File: src/rtl/wash_pkg.sv
// rtl/wash_pkg.sv - shared codes, data-word layout and encode helpers for the wash program setter
// Contents:
//   top-state codes shutDownST..finishST, mode codes set_WRD_ST..set_USE_ST,
//   setter FSM state type, data-word field offsets, mode->group enable mask,
//   data-word encoder and field-sum helper.
package wash_pkg;

    // Top FSM state codes (driven by the top controller on the state port)
    localparam logic [2:0] shutDownST = 3'd0;
    localparam logic [2:0] beginST    = 3'd1;
    localparam logic [2:0] setST      = 3'd2;
    localparam logic [2:0] runST      = 3'd3;
    localparam logic [2:0] errorST    = 3'd4;
    localparam logic [2:0] pauseST    = 3'd5;
    localparam logic [2:0] finishST   = 3'd6;

    // Wash-program mode codes
    localparam logic [2:0] set_WRD_ST = 3'd0;
    localparam logic [2:0] set_W_ST   = 3'd1;
    localparam logic [2:0] set_WR_ST  = 3'd2;
    localparam logic [2:0] set_R_ST   = 3'd3;
    localparam logic [2:0] set_RD_ST  = 3'd4;
    localparam logic [2:0] set_D_ST   = 3'd5;
    localparam logic [2:0] set_USE_ST = 3'd6;

    // Data word: {wIn3,wW4,rOut3,rSpin3,rIn3,rR4,dOut3,dSpin3}
    localparam int DATA_W     = 26;
    localparam int W_IN_LSB   = 23;
    localparam int W_W_LSB    = 19;
    localparam int R_OUT_LSB  = 16;
    localparam int R_SPIN_LSB = 13;
    localparam int R_IN_LSB   = 10;
    localparam int R_R_LSB    = 6;
    localparam int D_OUT_LSB  = 3;
    localparam int D_SPIN_LSB = 0;

    typedef enum logic [1:0] {
        SET_IDLE = 2'd0,
        SET_EDIT = 2'd1,
        SET_LOCK = 2'd2
    } set_fsm_e;

    typedef struct packed {
        logic w;
        logic r;
        logic d;
    } grp_en_t;

    // Which of the wash / rinse / dry groups a mode runs
    function automatic grp_en_t mode_groups(input logic [2:0] mode);
        grp_en_t g;
        case (mode)
            set_WRD_ST, set_USE_ST: g = '{w: 1'b1, r: 1'b1, d: 1'b1};
            set_W_ST:               g = '{w: 1'b1, r: 1'b0, d: 1'b0};
            set_WR_ST:              g = '{w: 1'b1, r: 1'b1, d: 1'b0};
            set_R_ST:               g = '{w: 1'b0, r: 1'b1, d: 1'b0};
            set_RD_ST:              g = '{w: 1'b0, r: 1'b1, d: 1'b1};
            set_D_ST:               g = '{w: 1'b0, r: 1'b0, d: 1'b1};
            default:                g = '{w: 1'b0, r: 1'b0, d: 1'b0};
        endcase
        return g;
    endfunction

    // Builds the packed data word; disabled groups are all-zero, USE halves wash/rinse
    function automatic logic [DATA_W-1:0] encode_data(
        input logic [2:0] mode,
        input logic [2:0] lvl,
        input logic [3:0] wash_t,
        input logic [3:0] rinse_t,
        input logic [2:0] spin_t
    );
        grp_en_t    g;
        logic [3:0] wash_v;
        logic [3:0] rinse_v;
        logic [2:0] lw, lr, ld, sr, sd;
        logic [3:0] ww, rr;
        g       = mode_groups(mode);
        wash_v  = (mode == set_USE_ST) ? (wash_t >> 1)  : wash_t;
        rinse_v = (mode == set_USE_ST) ? (rinse_t >> 1) : rinse_t;
        lw = g.w ? lvl     : 3'd0;
        ww = g.w ? wash_v  : 4'd0;
        lr = g.r ? lvl     : 3'd0;
        sr = g.r ? spin_t  : 3'd0;
        rr = g.r ? rinse_v : 4'd0;
        ld = g.d ? lvl     : 3'd0;
        sd = g.d ? spin_t  : 3'd0;
        return {lw, ww, lr, sr, lr, rr, ld, sd};
    endfunction

    // Sum of all eight fields; worst case 7+15+7+7+7+15+7+7 = 72 fits in 8 bits
    function automatic logic [7:0] data_total(input logic [DATA_W-1:0] d);
        return 8'(d[W_IN_LSB   +: 3]) + 8'(d[W_W_LSB    +: 4])
             + 8'(d[R_OUT_LSB  +: 3]) + 8'(d[R_SPIN_LSB +: 3])
             + 8'(d[R_IN_LSB   +: 3]) + 8'(d[R_R_LSB    +: 4])
             + 8'(d[D_OUT_LSB  +: 3]) + 8'(d[D_SPIN_LSB +: 3]);
    endfunction

endpackage

File: src/rtl/wash_key_edge.sv
// rtl/wash_key_edge.sv - key synchroniser, optional debounce filter and rising-edge detector
// Optional feature macro: WASH_DEBOUNCE_EN (debounce filter of DEB_CYCLES stable cycles)
// Ports:
//   cp     in  clock
//   rst_n  in  async active-low reset
//   key    in  raw asynchronous key level
//   press  out one-cycle pulse on filtered rising edge
module wash_key_edge #(
    parameter int DEB_CYCLES = 1000
) (
    input  logic cp,
    input  logic rst_n,
    input  logic key,
    output logic press
);

    logic sync1_q;
    logic sync2_q;
    logic prev_q;
    logic filt;

    always_ff @(posedge cp or negedge rst_n) begin
        if (!rst_n) begin
            sync1_q <= 1'b0;
            sync2_q <= 1'b0;
        end else begin
            sync1_q <= key;
            sync2_q <= sync1_q;
        end
    end

`ifdef WASH_DEBOUNCE_EN
    localparam int CW = $clog2(DEB_CYCLES + 1);

    logic [CW-1:0] cnt_q;
    logic          filt_q;

    // Counter tracks how long the synced key has disagreed with the filtered
    // level; any return to agreement restarts the window.
    always_ff @(posedge cp or negedge rst_n) begin
        if (!rst_n) begin
            cnt_q  <= '0;
            filt_q <= 1'b0;
        end else if (sync2_q == filt_q) begin
            cnt_q  <= '0;
        end else if (cnt_q == CW'(DEB_CYCLES - 1)) begin
            cnt_q  <= '0;
            filt_q <= sync2_q;
        end else begin
            cnt_q  <= cnt_q + CW'(1);
        end
    end

    assign filt = filt_q;
`else
    logic [31:0] unused_deb_cycles;
    assign unused_deb_cycles = 32'(DEB_CYCLES);
    assign filt = sync2_q;
`endif

    // Reset to 0 so a key held through reset still looks like a fresh press
    always_ff @(posedge cp or negedge rst_n) begin
        if (!rst_n) begin
            prev_q <= 1'b0;
        end else begin
            prev_q <= filt;
        end
    end

    assign press = filt & ~prev_q;

endmodule

File: src/rtl/wash_program_setter.sv
// rtl/wash_program_setter.sv - front-panel key handling and wash-program word writer
// Optional feature macro: WASH_DEBOUNCE_EN (key debounce, see wash_key_edge)
// Ports:
//   cp          in   clock
//   rst_n       in   async active-low reset
//   state       in   [2:0] top FSM state; editing happens while state == setST
//   key_mode    in   raw key, cycles program mode
//   key_level   in   raw key, cycles water level
//   key_ok      in   raw key, confirms program
//   setData     out  [2:0] current mode
//   data        out  [25:0] packed phase durations for the time controller
//   level       out  [2:0] current water level
//   total_time  out  [7:0] sum of all data fields
//   cfg_valid   out  one-cycle pulse on confirm
module wash_program_setter
    import wash_pkg::*;
#(
    parameter int WASH_T     = 9,
    parameter int RINSE_T    = 6,
    parameter int SPIN_T     = 3,
    parameter int LEVEL_MAX  = 5,
    parameter int LEVEL_RST  = 3,
    parameter int DEB_CYCLES = 1000
) (
    input  logic        cp,
    input  logic        rst_n,
    input  logic [2:0]  state,
    input  logic        key_mode,
    input  logic        key_level,
    input  logic        key_ok,
    output logic [2:0]  setData,
    output logic [25:0] data,
    output logic [2:0]  level,
    output logic [7:0]  total_time,
    output logic        cfg_valid
);

    localparam logic [3:0] WASH_V      = 4'(WASH_T);
    localparam logic [3:0] RINSE_V     = 4'(RINSE_T);
    localparam logic [2:0] SPIN_V      = 3'(SPIN_T);
    localparam logic [2:0] LEVEL_MAX_V = 3'(LEVEL_MAX);
    localparam logic [2:0] LEVEL_RST_V = 3'(LEVEL_RST);
    localparam logic [DATA_W-1:0] DATA_RST =
        encode_data(set_WRD_ST, LEVEL_RST_V, WASH_V, RINSE_V, SPIN_V);
    localparam logic [7:0] TOTAL_RST = data_total(DATA_RST);

    logic mode_press;
    logic level_press;
    logic ok_press;

    wash_key_edge #(.DEB_CYCLES(DEB_CYCLES)) u_key_mode (
        .cp    (cp),
        .rst_n (rst_n),
        .key   (key_mode),
        .press (mode_press)
    );

    wash_key_edge #(.DEB_CYCLES(DEB_CYCLES)) u_key_level (
        .cp    (cp),
        .rst_n (rst_n),
        .key   (key_level),
        .press (level_press)
    );

    wash_key_edge #(.DEB_CYCLES(DEB_CYCLES)) u_key_ok (
        .cp    (cp),
        .rst_n (rst_n),
        .key   (key_ok),
        .press (ok_press)
    );

    set_fsm_e          fsm_q;
    logic [2:0]        mode_q;
    logic [2:0]        level_q;
    logic              cfg_valid_q;
    logic [DATA_W-1:0] data_q;
    logic [DATA_W-1:0] data_d;
    logic [7:0]        total_q;
    logic [7:0]        total_d;

    always_ff @(posedge cp or negedge rst_n) begin
        if (!rst_n) begin
            fsm_q       <= SET_IDLE;
            mode_q      <= set_WRD_ST;
            level_q     <= LEVEL_RST_V;
            cfg_valid_q <= 1'b0;
        end else begin
            cfg_valid_q <= 1'b0;
            if (state == shutDownST) begin
                fsm_q <= SET_IDLE;
            end else begin
                case (fsm_q)
                    SET_IDLE: begin
                        if (state == setST) begin
                            fsm_q <= SET_EDIT;
                        end
                    end
                    SET_EDIT: begin
                        // Confirm takes priority and swallows same-cycle edits
                        if (ok_press) begin
                            cfg_valid_q <= 1'b1;
                            fsm_q       <= SET_LOCK;
                        end else begin
                            if (mode_press) begin
                                mode_q <= (mode_q == set_USE_ST) ? set_WRD_ST : mode_q + 3'd1;
                            end
                            if (level_press) begin
                                level_q <= (level_q >= LEVEL_MAX_V) ? 3'd1 : level_q + 3'd1;
                            end
                        end
                    end
                    SET_LOCK: begin
                        if (state != setST) begin
                            fsm_q <= SET_IDLE;
                        end
                    end
                    default: begin
                        fsm_q <= SET_IDLE;
                    end
                endcase
            end
        end
    end

    // Encoder follows mode/level by one cycle; data and total update together
    always_comb begin
        data_d  = encode_data(mode_q, level_q, WASH_V, RINSE_V, SPIN_V);
        total_d = data_total(data_d);
    end

    always_ff @(posedge cp or negedge rst_n) begin
        if (!rst_n) begin
            data_q  <= DATA_RST;
            total_q <= TOTAL_RST;
        end else begin
            data_q  <= data_d;
            total_q <= total_d;
        end
    end

    assign setData    = mode_q;
    assign level      = level_q;
    assign data       = data_q;
    assign total_time = total_q;
    assign cfg_valid  = cfg_valid_q;

endmodule

File: config.mk
export PLATFORM = sky130hd
export DESIGN_NAME = wash_program_setter
export DESIGN_NICKNAME = d
export VERILOG_FILES = /design/src/rtl/wash_pkg.sv /design/src/rtl/wash_key_edge.sv /design/src/rtl/wash_program_setter.sv
export SDC_FILE = /design/constraint.sdc
export NUM_CORES = 1
export LEC_CHECK = 0
export ABC_AREA = 1
export CELL_PAD_IN_SITES_DETAIL_PLACEMENT = 0
export CELL_PAD_IN_SITES_GLOBAL_PLACEMENT = 1
export CORE_MARGIN = 3
export CORE_UTILIZATION = 37
export CTS_BUF_LIST = sky130_fd_sc_hd__clkbuf_16
export CTS_CLUSTER_SIZE = 40
export DETAILED_ROUTE_END_ITERATION = 8
export GPL_TIMING_DRIVEN = 0
export PLACE_DENSITY_LB_ADDON = 0.12
export SLEW_MARGIN = 20
export SYNTH_ARGS = -nofsm -noshare
export SYNTH_HDL_FRONTEND = slang
export SYNTH_SLANG_ARGS = --single-unit
export TNS_END_PERCENT = 10
File: constraint.sdc
create_clock -name cp -period 3.68 [get_ports cp]
set_input_delay 0.552 -clock cp [delete_from_list [all_inputs] [get_ports cp]]
set_output_delay 0.552 -clock cp [all_outputs]
set_load 0.005 [all_outputs]
==> results_dict.tcl <==
set metrics [dict create \
    yosys_warnings 0 \
    ys_seq_area_share_pct 50.4 \
    drt_first_pass_iters 4 \
    timing.rr.start "setData[0]$_DFFE_PN0P_" \
    io_pins 49 \
    place.gp.congestion 0.750 \
    h-tree-depth 2 \
    max_cap_viol_count 0 \
    hold_viol 0 \
    path_class "flop to flop" \
    rsz0062_at_grt "no" \
    setup_viol 0 \
    cts.clk_slew.worst_paths_ns 0.06 \
    antenna_found_initial 0 \
    cts-root-buf "clkbuf_16" \
    worst_clock_skew_ns 0.00524 \
    diodes 0 \
    status "complete, no violations" \
    track_usage_pct 12.6 \
    critPathLaunchType "flop" \
    synth_flop_cell "dfrtp_1" \
    cts_tree "yes" \
    cp.buffers_inverters 4 \
    dp_hpwl_microns 2800 \
    clk_latency_ns 0.28 \
    drt_iter0_markers 50 \
    antenna_left 0 \
    die-area_sq_mm 0.00639 \
    async_reset_ff_share_pct 100 \
    syn_area_per_cell_sq_um 10.2 \
    dieHeight_microns 79.9 \
    portBuffers 43 \
    path_max_fanout 8 \
    synth_seq_cells 40 \
    dr_total_vias 1360 \
    layout_commonest_cell "clkdlybuf4s50_1" \
    numCtsBuffers 5 \
    slew_viol_final 0 \
    cp_top_family "adder cells" \
    placement_rows 26 \
    worstPathArrival_ns 3.65 \
    crit_required_ns 3.88 \
    grt_pass1_vias 1383 \
    setup-tns-final_ns 0 \
    max_freq_ghz 0.290 \
    grt_overflow 0 \
    initial_core_util_pct 38.8 \
    cp-end-kind "flop" \
    drive_gt1_share_pct 19.2 \
    area_growth_pct 36.5 \
    synth_edf_count 0 \
    wl_per_cell_microns 10.7 \
    post-place-cells 317 \
    core-area_sq_mm 0.00520 \
    fin_util_pct 53.0 \
    instances_no_fill 325 \
    syn_inst 199 \
    fill_cells 491 \
    fin_crit_sh_pct 93.7 \
    min_path_type "primary input to asynchronous set/reset pin" \
    crit_path_start "setData[0]$_DFFE_PN0P_" \
    syn_area_sq_mm 0.00202 \
    crit_slowest_cell "fa_1" \
    clock_sinks 40 \
    cpPeakStageDelay_ns 0.51 \
    drc 0 \
    viasPerCell 4.18 \
    finalNetCount 283 \
    crit_chain "buf_6, nand2_1, inv_1, ha_1, nor2_4, nor2_2, fa_1, fa_1, inv_1, fa_1, inv_1, ha_4, nand3_1, nand2_1, nand2_1, a21oi_1" \
    die_w_microns 79.9 \
    ys_types 23 \
    grt_pass1_wl_microns 6210 \
    grt_start_max_net_pins 23 \
    min_period_ns 3.45 \
    layout_common_cells "clkdlybuf4s50_1 (42), nand2_1 (38), inv_1 (26), dfrtp_1 (26), nor2_1 (22)" \
    cts_buffer_depth 2 \
    totalWireLength_microns 3490 \
]
[cell usage after synthesis (all sizes together), types with 2 or more instances]
cell type,n,area [sq um]
xnor2,2,17.5
buf,13,101
dfrtp,26,651
o21bai,2,15.0
ha,14,175
nand3,7,35.0
nand2,41,161
o21ai,4,20.0
nor2,28,133
dfstp,14,368
xor2,3,26.3
a21oi,4,20.0
inv,27,104
fa,7,140
nand4,4,25.0
[what timing repair did]
item                       4_1_cts  5_1_grt
gates resized for setup          0        2
hold buffers                     0        0
setup endpoints to repair        0        4
buffers inserted                 0        0
[layer usage]
layer | part of all wire (%) | wire [microns] | vias to the layer above | track usage, %
li1 | - | - | 711 | -
met1 | 48 | 1660 | 602 | 16.9
met2 | 44 | 1540 | 41 | 19.4
met3 | 6.7 | 232 | 6 | 3.61
met4 | 1.5 | 54 | 0 | 4.56
met5 | 0 | 0 | - | 0
[worst reg2reg max path: stages (launching register included)]
cell     delay, ns
dfrtp_1       0.38
buf_6         0.14
nand2_1       0.08
inv_1         0.07
ha_1          0.22
nor2_4        0.15
nor2_2        0.07
fa_1          0.46
fa_1          0.51
inv_1         0.05
fa_1          0.50
inv_1         0.06
ha_4          0.29
nand3_1       0.07
nand2_1       0.11
nand2_1       0.06
a21oi_1       0.14
[cells by family after synthesis]
group	synth area share (%)
AO/OA/AOI/OAI	4.02
adder cells (fa/ha/maj)	15.6
flip-flops	50.4
AND/OR/NAND/NOR	17.5
other	0.185
XOR/XNOR	2.17
buffers and inverters	10.1
[path summary, 6_finish.rpt]
check	endpoint	slack, ns	cells after the start
min	level[2]$_DFFE_PN0P_	0.23	1
max	total_time[6]$_DFF_PN0_	0.23	16
min in group cp	u_key_mode.filt$_DFF_PN0_	0.35	0
max in group asynchronous	data[14]$_DFF_PN1_	2.92	2
max reg2reg	total_time[6]$_DFF_PN0_	0.23	16
min reg2reg	u_key_mode.filt$_DFF_PN0_	0.35	0
[flip-flops by register name, summed over array words and instances, names as in the netlist, 2 cells and up]
signal,count
level,3
fsm_q,2
setData,3
total_time,7
data,15
[layout make-up]
cell class,count,area (sq um),share of cell area [%]
clock buffer,5,125,4.53
clock inverter,3,42.5,1.54
sequential,40,1020,36.9
inverter,27,104,3.76
timing repair buffer,44,453,16.4
multi-input combinational,123,828,30.0
tap,70,87.6,3.17
buffer,13,101,3.67
[stage by stage]
step | hold WS (ns) | setup WS (ns) | instance area (sq um)
floorplan | 0.256 | 0.271 | 2040
global placement | 0.334 | 0.0713 | 2550
CTS | 0.242 | 0.0501 | 2750
global route | 0.253 | 0.00188 | 2760
finish | 0.225 | 0.232 | 2760
detailed placement | 0.337 | 0.0645 | 2580
Power is left out: the tool's default activity adds up to more than one toggle a clock period on the data nets, which glitch-free logic cannot reach.
